--- src/rtl/mealy_cnt_det.sv ---
// Up/down wrap-or-saturate counter with Mealy match detect and
// a saturating hit counter; sync active-low reset.
module mealy_cnt_det #(
   parameter int WIDTH = 2,
   parameter int MATCH = 2,
   parameter int HCW   = 8
) (
   input  logic             clk,
   input  logic             rst,
   input  logic             x,
   input  logic             dir,
   input  logic             mode,
   input  logic             load,
   input  logic [WIDTH-1:0] load_val,
   output logic [WIDTH-1:0] out,
   output logic             y,
   output logic             wrap,
   output logic             sat,
   output logic [HCW-1:0]   hits
);

   typedef enum logic [1:0] {
      RUN    = 2'd0,
      HOLD   = 2'd1,
      LOADED = 2'd2
   } state_t;

   localparam logic [WIDTH-1:0] MAXV    = '1;
   localparam logic [WIDTH-1:0] MATCH_V = WIDTH'(MATCH);
   localparam logic [HCW-1:0]   HMAX    = '1;

   state_t           state_q, state_d;
   logic [WIDTH-1:0] out_q, out_d;
   logic             wrap_q, wrap_d;
   logic             sat_q, sat_d;
   logic [HCW-1:0]   hits_q, hits_d;
   logic             at_edge;
   logic [WIDTH-1:0] step;

   assign y = rst & x & ~load & (out_q == MATCH_V);

   // at_edge: the next count in the current direction crosses a boundary
   assign at_edge = dir ? (out_q == '0) : (out_q == MAXV);
   assign step    = dir ? (out_q - 1'b1) : (out_q + 1'b1);

   always_comb begin
      out_d   = out_q;
      wrap_d  = 1'b0;
      state_d = state_q;
      unique case (1'b1)
         load: begin
            out_d   = load_val;
            state_d = LOADED;
         end
         (!load && x && at_edge && mode): begin
            state_d = HOLD;
         end
         (!load && x && !(at_edge && mode)): begin
            out_d   = step;
            wrap_d  = at_edge;
            state_d = RUN;
         end
         (!load && !x): begin
            if (state_q == LOADED || (state_q == HOLD && !mode))
               state_d = RUN;
         end
         default: state_d = state_q;
      endcase
      sat_d  = (state_d == HOLD);
      hits_d = (y && hits_q != HMAX) ? hits_q + 1'b1 : hits_q;
   end

   always_ff @(posedge clk) begin
      if (!rst) begin
         state_q <= RUN;
         out_q   <= '0;
         wrap_q  <= 1'b0;
         sat_q   <= 1'b0;
         hits_q  <= '0;
      end else begin
         state_q <= state_d;
         out_q   <= out_d;
         wrap_q  <= wrap_d;
         sat_q   <= sat_d;
         hits_q  <= hits_d;
      end
   end

   assign out  = out_q;
   assign wrap = wrap_q;
   assign sat  = sat_q;
   assign hits = hits_q;

endmodule
--- config.mk ---
export PLATFORM = sky130hd
export DESIGN_NAME = mealy_cnt_det
export DESIGN_NICKNAME = d
export VERILOG_FILES = /design/src/rtl/mealy_cnt_det.sv
export SDC_FILE = /design/constraint.sdc
export NUM_CORES = 1
export LEC_CHECK = 0
export ABC_AREA = 1
export CAP_MARGIN = 40
export CORE_MARGIN = 2
export CORE_UTILIZATION = 47
export DETAILED_ROUTE_END_ITERATION = 6
export HOLD_SLACK_MARGIN = 0.1
export PLACE_DENSITY = 0.77
export SLEW_MARGIN = 20
export SYNTH_ARGS = -nofsm -noshare
export SYNTH_HDL_FRONTEND = slang
export SYNTH_SLANG_ARGS = --single-unit
--- constraint.sdc ---
create_clock -name clk -period 1.5 [get_ports clk]
set_clock_uncertainty 0.2 [all_clocks]
set_input_delay 0.15 -clock clk [delete_from_list [all_inputs] [get_ports clk]]
set_output_delay 0.15 -clock clk [all_outputs]
set_load 0.01 [all_outputs]
### Word level (Yosys, flattened, before mapping)

Cells that the tools add are included.

* shift operators: 0
* multipliers: 0
* muxes and demuxes: 5
* reduce and logical (&&, ||, !) cells: 16
* add/subtract/negate cells: 3
* equality and inequality tests: 6
* bitwise logic cells: 4
* div/mod/pow operators: 0
* magnitude comparators: 0

Operators by type and width (number)
* adder 8 x 1 -> 8 bit (second input constant): 1
* logical AND 1 bit: 8
* != test 8 bit (second input constant): 1
* one-hot mux 2 bit (4 select lines): 1
* equality test 2 bit (second input constant): 3
* equality test 2 x 1 -> 1 bit (second input constant): 2
* zero test 1 bit: 4
* two-way mux 2 bit: 2
* one-hot mux 2 bit (2 select lines): 1
* bitwise AND 1 bit: 3
* adder 2 x 1 -> 2 bit (second input constant): 1
* zero test 2 bit: 1
* AND reduction 2 bit: 1
* nonzero test 2 bit: 1
* subtractor 2 x 1 -> 2 bit (second input constant): 1
* logical OR 1 bit: 1
* two-way mux 1 bit: 1
* inverter 1 bit: 1

* bits in writable memories: 0
* logic and storage cells: 39
* input bits: 8
* bits in registers: 14
* bits in read-only memories: 0
* output and inout bits: 13
* latch bits: 0
* memories: 0

### Depth between registers and ports, before layout

Gate-level depths: netlist of run 1.

* depth after elaboration: 7
* depth in mapped cells: 8
* depth with buffers taken out: 8

### Least setup slack after synthesis of run 1

OpenSTA, ideal clock, no wires.

* path type: register -> register
* from: reg hits_q[1] (netlist: hits[1])
* to: reg hits_q[0] (netlist: hits[0])
* period minus slack after synthesis: 1.474 ns
* cell stages (with the launch flop): 9
* data arrival time: 1.160 ns
* slack: 0.026 ns
* setup time: 0.113 ns
* buffers on the path: 0
* required time: 1.187 ns
* cell sequence: dfxtp_1 -> ha_1 -> nand2_2 -> nor2_4 -> nand2_4 -> nand2_8 -> inv_6 -> nor2_1 -> nor2_1

* longest elaborated chain between the ends: 2

Ends and longest elaborated chain
* from (decl): line 36 `logic [HCW-1:0] hits_q, hits_d;`
* from (signal assigned): line 85 `hits_q <= hits_d;`
* != test 8 bit: line 70 `hits_d = (y && hits_q != HMAX) ? hits_q + 1'b1 : hits_q;`
* logical AND 1 bit: line 70

No other way between the ends.
A chain may end at the register's enable or synchronous reset.

### Worst setup path in the final report of run 1

Ends and elaborated chain as after synthesis.

==> reports/qor.yml, run 1 <==
regToRegEndpoint: "hits[0]"
r2r_setup_slack_ns: 0.1
clk_latency_ns: 0.28
antenna_left: 0
fin_nets: 166
cts-root-buf: "clkbuf_4"
start_kind: "register"
io_buffers: 20
syn_inst: 122
fmax_mhz: 713.3
synth_area_um2: 848.3
powerDensity_mw_per_mm2: 611.1
slew-limit-headroom: 0.8288
avgRoutedWirePerCell_um: 9.856
clk_pin_slew_ns: 0.08
yosysSeqAreaShare: 0.3304
fin_crit_sh: 0.9346
stdcell_count: 180
synth_top_area_frac: 0.3304
die_h_um: 46.49
dr.pass1.iters: 4
yosysWarnings: 0
htreeDepth: 1
path_class: "reg -> reg"
hold_class: "in -> reg"
num_antenna_cells: 0
synth.area.top_cells: "dfxtp_1 33%, nand2_1 13%, nor2_1 8.8%"
drt_iter0_drc: 10
syn-num-nets: 131
antenna_found_initial: 0
synthToLayoutAreaGrowth_pct: 38.35
grt_usage: 0.1936
postRouteWirelength_mm: 1.774
hold_start: "rst"
p_leak_nw: 0.6264
vias: 821
tritoncts: "done"
rsz0062_at_grt: "false"
synth_area_leader_cell: "dfxtp_1"
drc_errors: 0
layout-drive-gt1-share: 0.2645
tightestPinTransition_ns: 0.2559
ys_seq_elements: 14
setup.worst_path.end_class: "register"
hold_ws_ns: 0.2780
grt_start_max_net_pins: 10
cap_violations: 0
io_pins: 21
core_area_mm2: 0.001708
maxSlewViolCount: 0
cts_buffers: 3
timing.rr.start: "hits[1]"
grt_pass1_vias: 758
worstPathArrival_ns: 1.37
via_per_inst: 4.561
rows: 15
r2r_cells: 8
grt-ovfl-total: 0
synth_cell_types: 23
setup_violations: 0
gp_congestion: 0.8945
hold-path-endpoint: "hits[6]"
run_status: "finished, final reports clean"
place_inst: 176
cts.sinks: 14
fin_util: 0.6872
die-width_um: 46.49
ir_drop_uv: 649.5
cp_max_fo: 7
post-dp-hpwl_mm: 1.421
synth.avg_cell_area_um2: 6.953
initial_core_util: 0.4967
die_area_mm2: 0.002161
hold_depth: 4
required_ns: 1.47
cts_hold_buf: 0
n_fill_cell: 149
grt_pass1_wl_mm: 2.994
hold_viol: 0
clockBufferDepth: 2
fin_crit_ns: 1.402
[repair_timing]
item                                   4_1_cts  5_1_grt
resized for setup                           16        8
setup endpoints to repair                   11        6
buffers inserted                             0        1
pin swaps                                    0        2
endpoints found under the hold margin        0        0
[layer usage]
| layer | track usage | part of all wire | vias up |
|---|---|---|---|
| li1 | - | - | 445 |
| met5 | 0 | 0 | - |
| met2 | 0.3167 | 0.46 | 15 |
| met1 | 0.2424 | 0.49 | 359 |
| met4 | 0.06286 | 0.0068 | 0 |
| met3 | 0.05490 | 0.043 | 2 |
[cell type report]
class	count	area, um^2	share of cell area
tap	25	31.28	0.02665
inverter	18	72.57	0.06183
clock buffer	3	22.52	0.01919
multi-input combinational	89	493.0	0.4200
timing repair buffer	31	267.8	0.2281
sequential	14	286.5	0.2441
[through the flow]
step / TNS [ns] / cell area, um^2 / total power, mW / setup WS [ns]
after floorplan: 0 / 848.3 / 0.4588 / 0.02634
after global placement: -1.722 / 1147 / 0.5233 / -0.2758
after detailed placement: -1.935 / 1147 / 0.5264 / -0.2788
after CTS: 0 / 1157 / 0.7243 / 0.01054
after global routing: 0 / 1174 / 0.7574 / 0.01888
final: 0 / 1174 / 0.7172 / 0.09806
[cells in the mapped netlist (all sizes together)]
cell,n
nand2,37
nor2,23
inv,18
dfxtp,14
nand3,9
o21ai,7
a21oi,6
xor2,4
and3,1
buf,1
ha,1
nand4,1
[worst max-delay path: stages (launching register included)]
cell and delay (ns):
dfxtp_2 0.34, ha_2 0.18, nand2_2 0.08, nor2_4 0.15, nand2_4 0.09, nand2_8 0.09, inv_6 0.05, nor2_1 0.08
nor2_1 0.05
[kinds of logic after synthesis]
logic type,after synthesis,share of synthesized area
compound gates,13,0.09439
xor+xnor,4,0.04129
fa+ha+maj,1,0.01475
buf+inv,19,0.09440
flops,14,0.3304
simple gates,71,0.4248
[cell usage in the layout, fill, tap and decap left out]
cell             instances
xor2_1                   4
a21oi_2                  4
clkbuf_4                 3
nand4_1                  1
nand3_1                  8
nor2_8                   1
o21ai_0                  2
a21oi_1                  2
clkdlybuf4s50_1          5
dlymetal6s2s_1           2
nand2_8                  1
nand2_4                  1
nor2_4                   1
dfxtp_1                  9
nand2_1                 29
clkbuf_2                 1
o21ai_1                  5
buf_4                   11
inv_1                   15
nand2_2                  6
nor2_2                   2
dfxtp_2                  5
ha_2                     1
nor2_1                  19
inv_6                    1
nand3_4                  1
dlygate4sd2_1           12
inv_2                    2
and3_1                   1
[registers in the layout, summed over array words and instances, names as in the netlist]
register and count:
wrap 1, sat 1, hits 8, state_q 2, out 2
[power breakdown]
group | internal, mW | leakage, nW | switching (mW) | total (mW)
Combinational | 0.0594 | 0.496 | 0.0667 | 0.126
Sequential | 0.380 | 0.116 | 0.00462 | 0.385
Clock | 0.0929 | 0.0138 | 0.113 | 0.206
[worst max path at each step]
stage                         end    start  slack (ns)  cells after the start
final                     hits[0]  hits[1]         0.1                      8
after CTS                    wrap     wrap        0.01                      1
after global placement          y      rst       -0.28                      4
after floorplan           hits[0]  hits[1]        0.03                      8
after detailed placement        y      rst       -0.28                      4
after global routing       out[1]   out[1]        0.02                      8
Note: power is estimated with default switching activity, not from simulation.
==> run 2, diff against run 1 <==
--- a/config.mk
+++ b/config.mk
@@ -6,12 +6,13 @@
 export NUM_CORES = 1
 export LEC_CHECK = 0
 export ABC_AREA = 1
+export ABC_CLOCK_PERIOD_IN_PS = 1200
 export CAP_MARGIN = 40
 export CORE_MARGIN = 2
-export CORE_UTILIZATION = 47
+export CORE_UTILIZATION = 43
 export DETAILED_ROUTE_END_ITERATION = 6
 export HOLD_SLACK_MARGIN = 0.1
-export PLACE_DENSITY = 0.77
+export PLACE_DENSITY = 0.74
 export SLEW_MARGIN = 20
 export SYNTH_ARGS = -nofsm -noshare
 export SYNTH_HDL_FRONTEND = slang
==> constraint.sdc (replaced) <==
create_clock -name clk -period 1.2 [get_ports clk]
set_clock_uncertainty 0.2 [all_clocks]
set_input_delay 0.12 -clock clk [delete_from_list [all_inputs] [get_ports clk]]
set_output_delay 0.12 -clock clk [all_outputs]
set_load 0.01 [all_outputs]
==> run 2 against run 1 <==
Compared with the run above: the flow now finishes with violations (negative setup slack); via count is 14% higher; clock-buffer cell count stayed put; hold slack worse by 0.083 ns; design area is 21% higher; non-clock buffer count is 11 higher; clock power is 31% higher; critical path depth stayed put; power is 37% higher; first-iteration DRC count is 40% higher; core utilization is 6.0 points higher; fmax is 0.70% lower; critical path type unchanged; highest routed layer unchanged.
==> reports/qor.yml, run 2 (same netlist as run 1, synthesis figures left out) <==
finish.instance_area_mm2: 0.001421  # +21%
required_ns: 1.17  # -0.30 ns
fin_crit_sh: 1.177  # +0.2419
fin_util: 0.7474  # +0.06019
drt_iter0_drc: 14  # +4
path_cells: "ha_4 -> nand2_4 -> nor2_4 -> nand2_4 -> nand2_8 -> inv_8 -> nor2_4 -> nor2_1"
die_h_um: 48.42  # +4.2%
report.power.total_mw: 0.9822  # +37%
stdcell_count: 194  # +7.8%
hold_viol: 0  # unchanged
grt_pass1_vias: 954  # +26%
post-dp-hpwl_mm: 1.532  # +7.8%
regToRegEndpoint: "hits[0]"
avgRoutedWirePerCell_um: 12.36  # +25%
postRouteWirelength_mm: 2.398  # +35%
p_leak_nw: 0.7066  # +13%
core_area_mm2: 0.001902  # +11%
vias: 935  # +14%
grt_start_max_net_pins: 10  # unchanged
cp_max_fo: 7  # unchanged
violations: "negative setup slack"
start_kind: "register"
path_class: "reg -> reg"
initial_core_util: 0.4461  # -0.05065
cap_violations: 0  # unchanged
num_antenna_cells: 0  # unchanged
tritoncts: "done"
cts-root-buf: "clkbuf_4"
rsz0062_at_grt: "true"
hold-path-endpoint: "out[1]"
hold_start: "load"
layout_commonest_cell: "nand2_1"
slew-limit-headroom: 0.8101  # -0.01872
maxSlewViolCount: 0  # unchanged
antenna_left: 0  # unchanged
final_cell_mix: "20 x nand2_1, 15 x buf_4, 13 x inv_1"
grt-ovfl-total: 0  # unchanged
die-width_um: 48.42  # +4.2%
n_fill_cell: 149  # unchanged
powerDensity_mw_per_mm2: 691.0  # +13%
cts_buffers: 3  # unchanged
gp_congestion: 0.8197  # -8.4%
rows: 16  # +1
run_status: "finished with violations"
synthToLayoutAreaGrowth_pct: 67.55
io_buffers: 20  # unchanged
layout-drive-gt1-share: 0.5569  # +0.2924
ir_drop_uv: 494.2  # -24%
clk_pin_slew_ns: 0.09  # about the same
htreeDepth: 1  # unchanged
grt_pass1_wl_mm: 3.857  # +29%
worstPathArrival_ns: 1.38  # about the same
fmax_mhz: 708.3  # -0.70%
clk_latency_ns: 0.27  # about the same
place_ws_ns: -0.5582  # -0.2794 ns
hold_class: "in -> reg"
drc_errors: 0  # unchanged
fin_crit_ns: 1.412  # +0.009866 ns
r2r_setup_slack_ns: -0.21  # -0.31 ns
cts.sinks: 14  # unchanged
antenna_found_initial: 0  # unchanged
tightestPinTransition_ns: 0.2840  # +0.02813 ns
dr.pass1.iters: 4  # unchanged
fin_nets: 177  # +6.6%
die_area_mm2: 0.002344  # +8.5%
critical-path-max-stage-delay_ns: 0.37  # +0.03 ns
setup.worst_path.end_class: "register"
clockBufferDepth: 2  # unchanged
hold_depth: 5  # +1
via_per_inst: 4.820  # +5.7%
cp_slowest_cell: "dfxtp_4"
r2r_cells: 8  # unchanged
timing.rr.start: "hits[0]"
grt_usage: 0.2067  # +0.01309
largest_reg_flops: 8  # unchanged
post_dp_cell_area_mm2: 0.001230  # +7.2%
io_pins: 21  # unchanged
worst_slack_ns: -0.2118  # -0.3099 ns
setup_violations: 16  # +16
place_inst: 185  # +5.1%
[run 2: stage by stage]
step	hold WS, ns	setup TNS, ns
3_3_place_gp	0.3126	-6.593
6_report	0.1947	-2.159
3_5_place_dp	0.3224	-6.740
2_1_floorplan	0.1013	-0.9678
4_1_cts	0.2341	-1.698
5_1_grt	0.2268	-3.070
[run 2: how the worst max path moves through the flow]
stage	from	to	slack (ns)	cells after the start
6_report	hits[0]	hits[0]	-0.21	8
5_1_grt	hits[0]	hits[0]	-0.27	8
2_1_floorplan	hits[1]	hits[1]	-0.16	8
3_3_place_gp	x	y	-0.56	4
3_5_place_dp	rst	y	-0.56	4
4_1_cts	out[0]	y	-0.21	4
[run 2: final cells by class]
class / instances / area (um^2) / share of cell area
Clock buffer: 3 / 22.52 / 0.01585
Clock inverter: 1 / 3.754 / 0.002641
Inverter: 18 / 75.07 / 0.05282
Multi-Input combinational cell: 89 / 615.6 / 0.4331
Sequential cell: 14 / 305.3 / 0.2148
Tap cell: 27 / 33.78 / 0.02377
Timing Repair Buffer: 42 / 365.4 / 0.2570
[run 2: what timing repair did]
item / in CTS / in global routing
setup buffers: 0 / 4
endpoints found under the setup margin: 26 / 21
gates resized for setup: 76 / 28
hold endpoints to repair: 0 / 1
pin swaps: 3 / 12
hold buffers: 0 / 1
[run 2: per-layer routing]
layer | global-route usage | up-vias | routed length, um
met2 | 0.3681 | 31 | 1325
met1 | 0.2209 | 428 | 886
li1 | - | 470 | -
met5 | 0 | - | 0
met4 | 0.1238 | 0 | 56
met3 | 0.04938 | 6 | 129
[run 2: report_power, final]
| group | total [mW] | switching, mW | internal, mW |
|---|---|---|---|
| clock network | 0.270 | 0.150 | 0.120 |
| registers | 0.475 | 0.00888 | 0.466 |
| logic | 0.237 | 0.122 | 0.115 |
[run 2: worst max-delay path, delay by kind of cell (launching register included)]
family | cells | cell delay (ns)
AND/OR/NAND/NOR | 6 | 0.52
flip-flops | 1 | 0.37
adder cells (fa/ha/maj) | 1 | 0.15
buffers and inverters | 1 | 0.06
